$ cat src/rtl/fuzz_pkg.sv
// Shared definitions for the fuzz sequencer: FSM encoding, LFSR geometry and
// default stimulus/result widths.
package fuzz_pkg;

    localparam int LFSR_W    = 68;
    localparam int TAP_HI    = 67;   // tap 68 (1-based)
    localparam int TAP_LO    = 58;   // tap 59 (1-based)

    localparam int IN_W_DEF  = 68;
    localparam int OUT_W_DEF = 82;

    typedef enum logic [2:0] {
        IDLE  = 3'd0,
        APPLY = 3'd1,
        WAIT  = 3'd2,
        CHECK = 3'd3,
        DONE  = 3'd4
    } state_t;

endpackage

$ cat src/rtl/fuzz_lfsr.sv
// 68-bit Fibonacci LFSR, shift-left with feedback into bit 0; reloadable to SEED.
module fuzz_lfsr
    import fuzz_pkg::*;
#(
    parameter logic [LFSR_W-1:0] SEED = 68'h1
) (
    input  logic              clk,
    input  logic              rst_n,
    input  logic              load,
    input  logic              adv,
    output logic [LFSR_W-1:0] q
);

    logic [LFSR_W-1:0] r_q;
    logic              w_fb;

    assign w_fb = r_q[TAP_HI] ^ r_q[TAP_LO];
    assign q    = r_q;

    always_ff @(posedge clk or negedge rst_n) begin
        if (!rst_n) begin
            r_q <= SEED;
        end else if (load) begin
            r_q <= SEED;
        end else if (adv) begin
            r_q <= {r_q[LFSR_W-2:0], w_fb};
        end
    end

endmodule

$ cat src/rtl/fuzz_seq_ctrl.sv
// Equivalence-fuzz sequencer: drives LFSR stimulus into a golden and a
// synthesized DUT copy, compares their results and records mismatches.
//
// state | meaning
// IDLE  | waiting for start
// APPLY | register stimulus for current vector
// WAIT  | LAT cycles for both DUT copies to settle
// CHECK | compare y_ref/y_syn, step to next vector
// DONE  | one-cycle done pulse, results published
module fuzz_seq_ctrl
    import fuzz_pkg::*;
#(
    parameter int                IN_W  = IN_W_DEF,
    parameter int                OUT_W = OUT_W_DEF,
    parameter int                LAT   = 1,
    parameter logic [LFSR_W-1:0] SEED  = 68'h1
) (
    input  logic             clk,
    input  logic             rst_n,
    input  logic             start,
    input  logic [7:0]       num_vec,
    output logic [IN_W-1:0]  stim,
    input  logic [OUT_W-1:0] y_ref,
    input  logic [OUT_W-1:0] y_syn,
    output logic             busy,
    output logic             done,
    output logic             pass,
    output logic [7:0]       mismatch_cnt,
    output logic [7:0]       first_fail_idx,
    output logic             first_fail_vld
);

    state_t            r_state;
    state_t            w_state_nxt;

    logic [7:0]        r_num;
    logic [7:0]        r_idx;
    logic [7:0]        r_mis_cnt;
    logic [7:0]        r_ff_idx;
    logic              r_ff_vld;
    logic              r_pass;
    logic [3:0]        r_wait;
    logic [IN_W-1:0]   r_stim;

    logic [LFSR_W-1:0] w_lfsr_q;
    logic [IN_W-1:0]   w_lfsr_fit;
    logic              w_lfsr_load;
    logic              w_lfsr_adv;
    logic              w_mis;
    logic              w_last;
    logic              w_wait_tc;
    logic [7:0]        w_cnt_nxt;

    fuzz_lfsr #(
        .SEED (SEED)
    ) u_lfsr (
        .clk   (clk),
        .rst_n (rst_n),
        .load  (w_lfsr_load),
        .adv   (w_lfsr_adv),
        .q     (w_lfsr_q)
    );

    generate
        if (IN_W > LFSR_W) begin : g_zext
            assign w_lfsr_fit = {{(IN_W-LFSR_W){1'b0}}, w_lfsr_q};
        end else begin : g_trunc
            assign w_lfsr_fit = w_lfsr_q[IN_W-1:0];
        end
    endgenerate

    assign w_mis     = (y_ref != y_syn);
    assign w_last    = (r_idx == r_num - 8'd1);
    assign w_wait_tc = (r_wait == 4'd0);
    assign w_cnt_nxt = (w_mis && (r_mis_cnt != 8'hFF)) ? r_mis_cnt + 8'd1 : r_mis_cnt;

    always_ff @(posedge clk or negedge rst_n) begin
        if (!rst_n) begin
            r_state <= IDLE;
        end else begin
            r_state <= w_state_nxt;
        end
    end

    always_comb begin
        w_state_nxt = r_state;
        w_lfsr_load = 1'b0;
        w_lfsr_adv  = 1'b0;
        case (r_state)
            IDLE: begin
                if (start) begin
                    w_lfsr_load = (num_vec != 8'd0);
                    w_state_nxt = (num_vec == 8'd0) ? DONE : APPLY;
                end
            end
            APPLY: w_state_nxt = WAIT;
            WAIT: begin
                if (w_wait_tc) begin
                    w_state_nxt = CHECK;
                end
            end
            CHECK: begin
                if (w_last) begin
                    w_state_nxt = DONE;
                end else begin
                    // vector 0 is all-zero, so the seed itself is vector 1
                    w_lfsr_adv  = (r_idx != 8'd0);
                    w_state_nxt = APPLY;
                end
            end
            DONE:    w_state_nxt = IDLE;
            default: w_state_nxt = IDLE;
        endcase
    end

    always_ff @(posedge clk or negedge rst_n) begin
        if (!rst_n) begin
            r_num     <= 8'd0;
            r_idx     <= 8'd0;
            r_mis_cnt <= 8'd0;
            r_ff_idx  <= 8'd0;
            r_ff_vld  <= 1'b0;
            r_pass    <= 1'b0;
            r_wait    <= 4'd0;
            r_stim    <= '0;
        end else begin
            case (r_state)
                IDLE: begin
                    if (start) begin
                        r_num     <= num_vec;
                        r_idx     <= 8'd0;
                        r_mis_cnt <= 8'd0;
                        r_ff_vld  <= 1'b0;
                        r_pass    <= (num_vec == 8'd0);
                    end
                end
                APPLY: begin
                    r_stim <= (r_idx == 8'd0) ? '0 : w_lfsr_fit;
                    r_wait <= 4'(LAT - 1);
                end
                WAIT: begin
                    if (!w_wait_tc) begin
                        r_wait <= r_wait - 4'd1;
                    end
                end
                CHECK: begin
                    r_mis_cnt <= w_cnt_nxt;
                    if (w_mis && !r_ff_vld) begin
                        r_ff_idx <= r_idx;
                        r_ff_vld <= 1'b1;
                    end
                    if (w_last) begin
                        r_pass <= (w_cnt_nxt == 8'd0);
                    end else begin
                        r_idx <= r_idx + 8'd1;
                    end
                end
                default: ;
            endcase
        end
    end

    assign stim           = r_stim;
    assign busy           = (r_state != IDLE);
    assign done           = (r_state == DONE);
    assign pass           = r_pass;
    assign mismatch_cnt   = r_mis_cnt;
    assign first_fail_idx = r_ff_idx;
    assign first_fail_vld = r_ff_vld;

endmodule
$ cat config.mk
export PLATFORM = sky130hd
export DESIGN_NAME = fuzz_seq_ctrl
export DESIGN_NICKNAME = d
export VERILOG_FILES = /design/src/rtl/fuzz_pkg.sv /design/src/rtl/fuzz_lfsr.sv /design/src/rtl/fuzz_seq_ctrl.sv
export SDC_FILE = /design/constraint.sdc
export NUM_CORES = 1
export LEC_CHECK = 0
export ABC_CLOCK_PERIOD_IN_PS = 2430
export BUFFER_PORTS_ARGS = -buffer_cell sky130_fd_sc_hd__buf_2
export CAP_MARGIN = 20
export CELL_PAD_IN_SITES_DETAIL_PLACEMENT = 2
export CELL_PAD_IN_SITES_GLOBAL_PLACEMENT = 2
export CORE_UTILIZATION = 29
export CTS_BUF_LIST = sky130_fd_sc_hd__clkbuf_4 sky130_fd_sc_hd__clkbuf_8
export DETAILED_ROUTE_END_ITERATION = 7
export GPL_TIMING_DRIVEN = 0
export PLACE_DENSITY_LB_ADDON = 0.15
export SLEW_MARGIN = 5
export SYNTH_ARGS = -nofsm -noshare
export SYNTH_HDL_FRONTEND = slang
export SYNTH_SLANG_ARGS = --single-unit
$ cat constraint.sdc
create_clock -name clk -period 2.43 [get_ports clk]
set_input_delay 0.243 -clock clk [delete_from_list [all_inputs] [get_ports clk]]
set_output_delay 0.243 -clock clk [all_outputs]
set_load 0.01 [all_outputs]
# After elaboration in Yosys (flattened, before gate mapping)
# Index checks and enable logic that the tools add are counted.
totals:
  regBits: 177
  input_bits: 175
  wordCells: 75
classes:
  n_addsub: 4
  n_eq_ne: 13
  mux: 25
  bitwise_logic: 1
  n_reduce_logical: 22
ops:
  columns: ["cell", "count"]
  rows:
  - ["68-bit 2-to-1 mux", 3]
  - ["82-bit inequality test", 1]
  - ["8-bit one-hot mux with 2 select lines", 2]
  - ["8-bit zero test", 3]
  - ["8-bit 2-to-1 mux", 3]
  - ["8-bit by 1-bit adder with 8-bit output (second input constant)", 2]
  - ["8-bit nonzero test", 2]
  - ["3-bit 2-to-1 mux", 4]
  - ["2-bit inequality test (second input constant)", 6]
  - ["3-bit one-hot mux with 4 select lines", 1]
  - ["2-bit AND reduction", 5]
  - ["3-bit AND reduction", 3]
  - ["8-bit equality test", 1]
  - ["1-bit 2-to-1 mux", 8]
  - ["8-bit inequality test (second input constant)", 1]
  - ["4-bit one-hot mux with 2 select lines", 1]
  - ["8-bit by 1-bit subtractor with 8-bit output (second input constant)", 1]
  - ["3-bit by 2-bit equality test with 1-bit output (second input constant)", 2]
  - ["2-bit nonzero test", 3]
  - ["4-bit zero test", 1]
  - ["4-bit 2-to-1 mux", 1]
  - ["1-bit one-hot mux with 2 select lines", 2]
  - ["4-bit by 1-bit subtractor with 4-bit output (second input constant)", 1]
  - ["3-bit by 1-bit equality test with 1-bit output (second input constant)", 1]
  - ["other kinds (6)", 7]

# Logic depth before layout (Yosys ltp)
logic_depth:
  depth_word: 6
  mapped_depth: 11

# Hierarchy
# From an unflattened synthesis, not the netlist that was laid out.
hier_totals:
  cells_unflattened: 738
  area_unflattened_um2: 8309.2
modules_own_cells:
  columns: ["mod", "n_inst", "cells_each", "area_per_inst_um2", "seq_area_each_um2"]
  rows:
  - ["fuzz_seq_ctrl", 1, 516, 5551.6, 2727.6]
  - ["fuzz_lfsr", 1, 222, 2757.6, 1702.9]

# Worst setup path before layout
# OpenSTA, ideal clock, no wires.
synth_timing:
  kind: "register to register"
  from: "register r_num[0]"
  to: "register r_pass (netlist: pass)"
  setup_ns: 0.074
  arrival_time_ns: 2.408
  path_slack_ns: -0.052
  stages_incl_launch_ff: 10
  period_less_slack_ns: 2.482
  cell_sequence: "dfrtp_1 inv_1 ha_1 or3_1 a31oi_1 nand3_1 or3_1 or4_1 a221o_1 o21ai_2"
synth_between:
  elab_chain_cells: 4
synth_lines:
  columns: ["element", "line_no", "rtl"]
  rows:
  - ["from (decl)", "fuzz_seq_ctrl.sv:36", "logic [7:0] r_num;"]
  - ["from (signal assigned)", "fuzz_seq_ctrl.sv:130", "r_num <= num_vec;"]
  - ["8-bit by 1-bit subtractor with 8-bit output", "fuzz_seq_ctrl.sv:73", "assign w_last = (r_idx == r_num - 8'd1);"]
  - ["8-bit equality test", "fuzz_seq_ctrl.sv:73", null]
  - ["2-bit inequality test (no source line)", null, null]
  - ["3-bit AND reduction (no source line)", null, null]
  - ["to (signal assigned)", "fuzz_seq_ctrl.sv:134", "r_pass <= (num_vec == 8'd0);"]
  - ["to (signal assigned)", "fuzz_seq_ctrl.sv:153", "r_pass <= (w_cnt_nxt == 8'd0);"]
  - ["to (decl)", "fuzz_seq_ctrl.sv:41", "logic r_pass;"]
# No other way between the ends.
# A chain may end at the register's enable or synchronous reset.

# Worst setup path after layout
# Same ends and word-level chain as after synthesis.

==> results.json <==
{
  "hpwl_mm": 20.50,
  "synth_edf_count": 0,
  "die_h_um": 170.7,
  "required_ns": 2.83,
  "cp.buffers_inverters": 1,
  "ys_ff_latch": 177,
  "gp_congestion": 0.7898,
  "seq_area_frac_synth_pct": 53.68,
  "grt_pass1_wl_mm": 43.26,
  "antenna_found_initial": 1,
  "period_minus_slack_ns": 2.529,
  "syn_to_final_growth_pct": 33.55,
  "hold_viol": 0,
  "p_comb_share_pct": 43.2,
  "intPower_mw": 6.754,
  "nets": 1305,
  "drc": 0,
  "grt_start_max_net_pins": 95,
  "ir_drop_mv": 0.4526,
  "grt_pass1_vias": 7855,
  "cp_cell_sequence": "inv_2 -> ha_4 -> or3_4 -> a31oi_4 -> nand3_2 -> or3_1 -> or4_1 -> a221o_1 -> o21ai_2",
  "maxSlewHeadroom_pct": 43.26,
  "drv_slew": 0,
  "cp-endpoint": "pass$_DFFE_PN0P_",
  "skew_ns": 0.02274,
  "synth_area_leader_cell": "dfrtp_1",
  "r2r-start": "r_num[0]$_DFFE_PN0P_",
  "drive_gt1_share_pct": 34.01,
  "drv_cap": 0,
  "cpLargestDelayFamily": "simple AND/OR/NAND/NOR gates",
  "avgSynthCellArea_um2": 10.10,
  "dieArea_um2": 29140,
  "vias_per_cell": 4.844,
  "pwr-share-clk_pct": 18.7,
  "cts_tree": "done",
  "switching_share_pct": 42.65,
  "dpl_worst_slack_ns": -0.8260,
  "hold_path.class": "in -> reg",
  "finalSetupTns_ns": -1.424,
  "drt_pass1_iterations": 4,
  "crit_slowest_cell": "or4_1",
  "p_leak_nw": 5.287,
  "timing.fmax_mhz": 395.4,
  "total_power_mw": 11.78,
  "vias": 7349,
  "final_core_util_pct": 39.56,
  "ys_warn_count": 0,
  "outcome": "finished, violations left",
  "syn_area_um2": 8253,
  "cp.depth": 9,
  "setup_ws_ns": -0.09925,
  "yosysMostFrequentCell": "dfrtp_1",
  "placed_cell_area_um2": 10080,
  "path_class": "reg -> reg",
  "clock_sinks": 177,
  "syn_inst": 817,
  "avgRoutedWirePerCell_um": 18.17,
  "grt-ovfl-total": 0,
  "rsz0062_at_grt": "yes",
  "async_flop_share_pct": 100.0,
  "violations": "setup timing",
  "clk_pin_slew_ns": 0.11,
  "cts_buffers": 17,
  "synth_ff_type": "dfrtp_1",
  "synth.top_cell.area_share_pct": 53.37,
  "synth_fp_nets": 997,
  "htree_levels": 4,
  "wl_mm": 27.56,
  "worstReg2RegEnd": "pass$_DFFE_PN0P_",
  "setup_viol": 62,
  "io_pins": 263,
  "grt_usage_pct": 19.20,
  "synth_top_cells_by_count": "176 x dfrtp_1, 175 x nand2_1, 88 x xnor2_1, 71 x a21oi_1, 68 x a22o_1",
  "coreArea_um2": 27860,
  "worstPathArrival_ns": 2.93,
  "startpoint_type": "flip-flop",
  "dr.first_iter.drc_count": 263,
  "ctsRootBufferMaster": "clkbuf_8",
  "synthDistinctLibCells": 51,
  "synth_area_leaders": "dfrtp_1 53%, xnor2_1 9.3%, nand2_1 8.0%, a22o_1 7.2%, a21oi_1 4.3%",
  "fin_crit_sh_pct": 104.1,
  "cts_buffer_depth": 2,
  "worst_slew_pin_slew_ns": 0.8379,
  "clk_latency_ns": 0.48,
  "reg2reg_depth": 9,
  "io_buffers": 262,
  "rrSetupSlack_ns": -0.1,
  "die_w_um": 170.7,
  "fillCellCount": 3093,
  "fin_area_um2": 11020,
  "startpoint": "r_num[0]$_DFFE_PN0P_",
  "ant_nets": 0,
  "seq_power_share_pct": 38.1,
  "power_per_cell_area_nw_per_um2": 1068,
  "initial_core_util_pct": 29.62,
  "cpPeakStageDelay_ns": 0.41,
  "endpoint_kind": "flip-flop",
  "p_switching_mw": 5.022,
  "rows": 61,
  "crit_path_max_fanout": 2
}
kinds of logic (layout without fill, tap and decap cells):
| group | count (synthesis) | count (layout) | share of synthesized area (%) |
|---|---|---|---|
| AOI/OAI and AO/OA | 174 | 174 | 14.54 |
| xor gates and xnor gates | 105 | 105 | 11.33 |
| buffers and inverters | 65 | 386 | 3.093 |
| adders and majority gates | 5 | 5 | 0.7580 |
| and+or+nand+nor | 281 | 281 | 15.27 |
| other | 0 | 1 | 0 |
| DFF | 177 | 177 | 53.68 |
| muxes | 10 | 10 | 1.334 |
state kept, by name, summed over array words and instances (netlist names):
| signal | cells |
|---|---|
| u_lfsr.q | 68 |
| first_fail_idx | 8 |
| first_fail_vld | 1 |
| r_state | 3 |
| r_idx | 8 |
| r_num | 8 |
| mismatch_cnt | 8 |
| pass | 1 |
| r_wait | 4 |
| stim | 68 |
worst min path at each step:
| stage | start | end | cells past startpoint |
|---|---|---|---|
| after floorplan | rst_n | first_fail_idx[0]$_DFFE_PN0P_ | 0 |
| after global placement | num_vec[4] | r_num[4]$_DFFE_PN0P_ | 3 |
| after detailed placement | rst_n | stim[10]$_DFFE_PN0P_ | 1 |
| after CTS | start | r_state[0]$_DFFE_PN0P_ | 3 |
| after global routing | start | r_state[0]$_DFFE_PN0P_ | 3 |
| final | start | r_state[0]$_DFFE_PN0P_ | 3 |
repair_timing:
item | 4_1_cts | 5_1_grt
gates cloned | 0 | 1
setup buffers | 10 | 10
pin swaps | 2 | 15
hold endpoints to repair | 91 | 0
resized for setup | 54 | 45
endpoints found under the setup margin | 154 | 134
hold buffers | 9 | 0
power by group through the flow:
stage | clock network [mW] | logic, mW | registers (mW)
floorplan | 0 | 2.49 | 4.52
global placement | 0 | 4.23 | 4.52
detailed placement | 0 | 4.34 | 4.55
CTS | 2.28 | 4.75 | 4.50
global route | 2.39 | 5.63 | 4.62
finish | 2.20 | 5.08 | 4.49
metal layers:
| metal | vias up | track usage [%] | wire, um |
|---|---|---|---|
| met1 | 3731 | 23.59 | 11890 |
| met5 | - | 0 | 0 |
| li1 | 3437 | - | - |
| met2 | 161 | 34.46 | 14050 |
| met4 | 0 | 4.583 | 279 |
| met3 | 20 | 3.585 | 1339 |
tightest hold or removal path: stages:
cell	delay, ns
buf_2	0.12
o211ai_1	0.13
nor2_1	0.12
per-stage QoR:
step / instances / hold slack, ns
2_1_floorplan: 817 / -0.05259
3_3_place_gp: 1457 / 0.4557
3_5_place_dp: 1458 / 0.3022
4_1_cts: 1506 / 0.1824
5_1_grt: 1517 / 0.2219
6_report: 1517 / 0.1957
cell type report:
| type | count | area (um^2) | area share (%) |
|---|---|---|---|
| Antenna cell | 1 | 2.502 | 0.02270 |
| Buffer | 48 | 291.5 | 2.645 |
| Clock buffer | 17 | 234.0 | 2.123 |
| Clock inverter | 15 | 201.4 | 1.828 |
| Inverter | 14 | 52.55 | 0.4768 |
| Multi-Input combinational cell | 575 | 3719 | 33.74 |
| Sequential cell | 177 | 4438 | 40.27 |
| Tap cell | 378 | 473.0 | 4.291 |
| Timing Repair Buffer | 292 | 1610 | 14.61 |
cells in the final DEF (no fill, tap or decap), types with 7 or more instances in the layout:
cell	netlist	layout
o21ai_0	8	8
buf_2	3	264
clkbuf_1	46	21
xnor2_1	88	87
clkbuf_8	0	18
clkbuf_2	0	12
nand3_1	15	14
xor2_1	15	15
nor2_1	28	23
a21oi_1	71	71
nor4_1	9	7
dlygate4sd3_1	0	9
nand4_1	20	20
mux2_2	8	8
dfrtp_1	176	170
nand2_1	175	175
inv_1	14	11
a22o_1	68	68
buf_4	0	20
No activity file was read; power rests on OpenSTA's default activity.
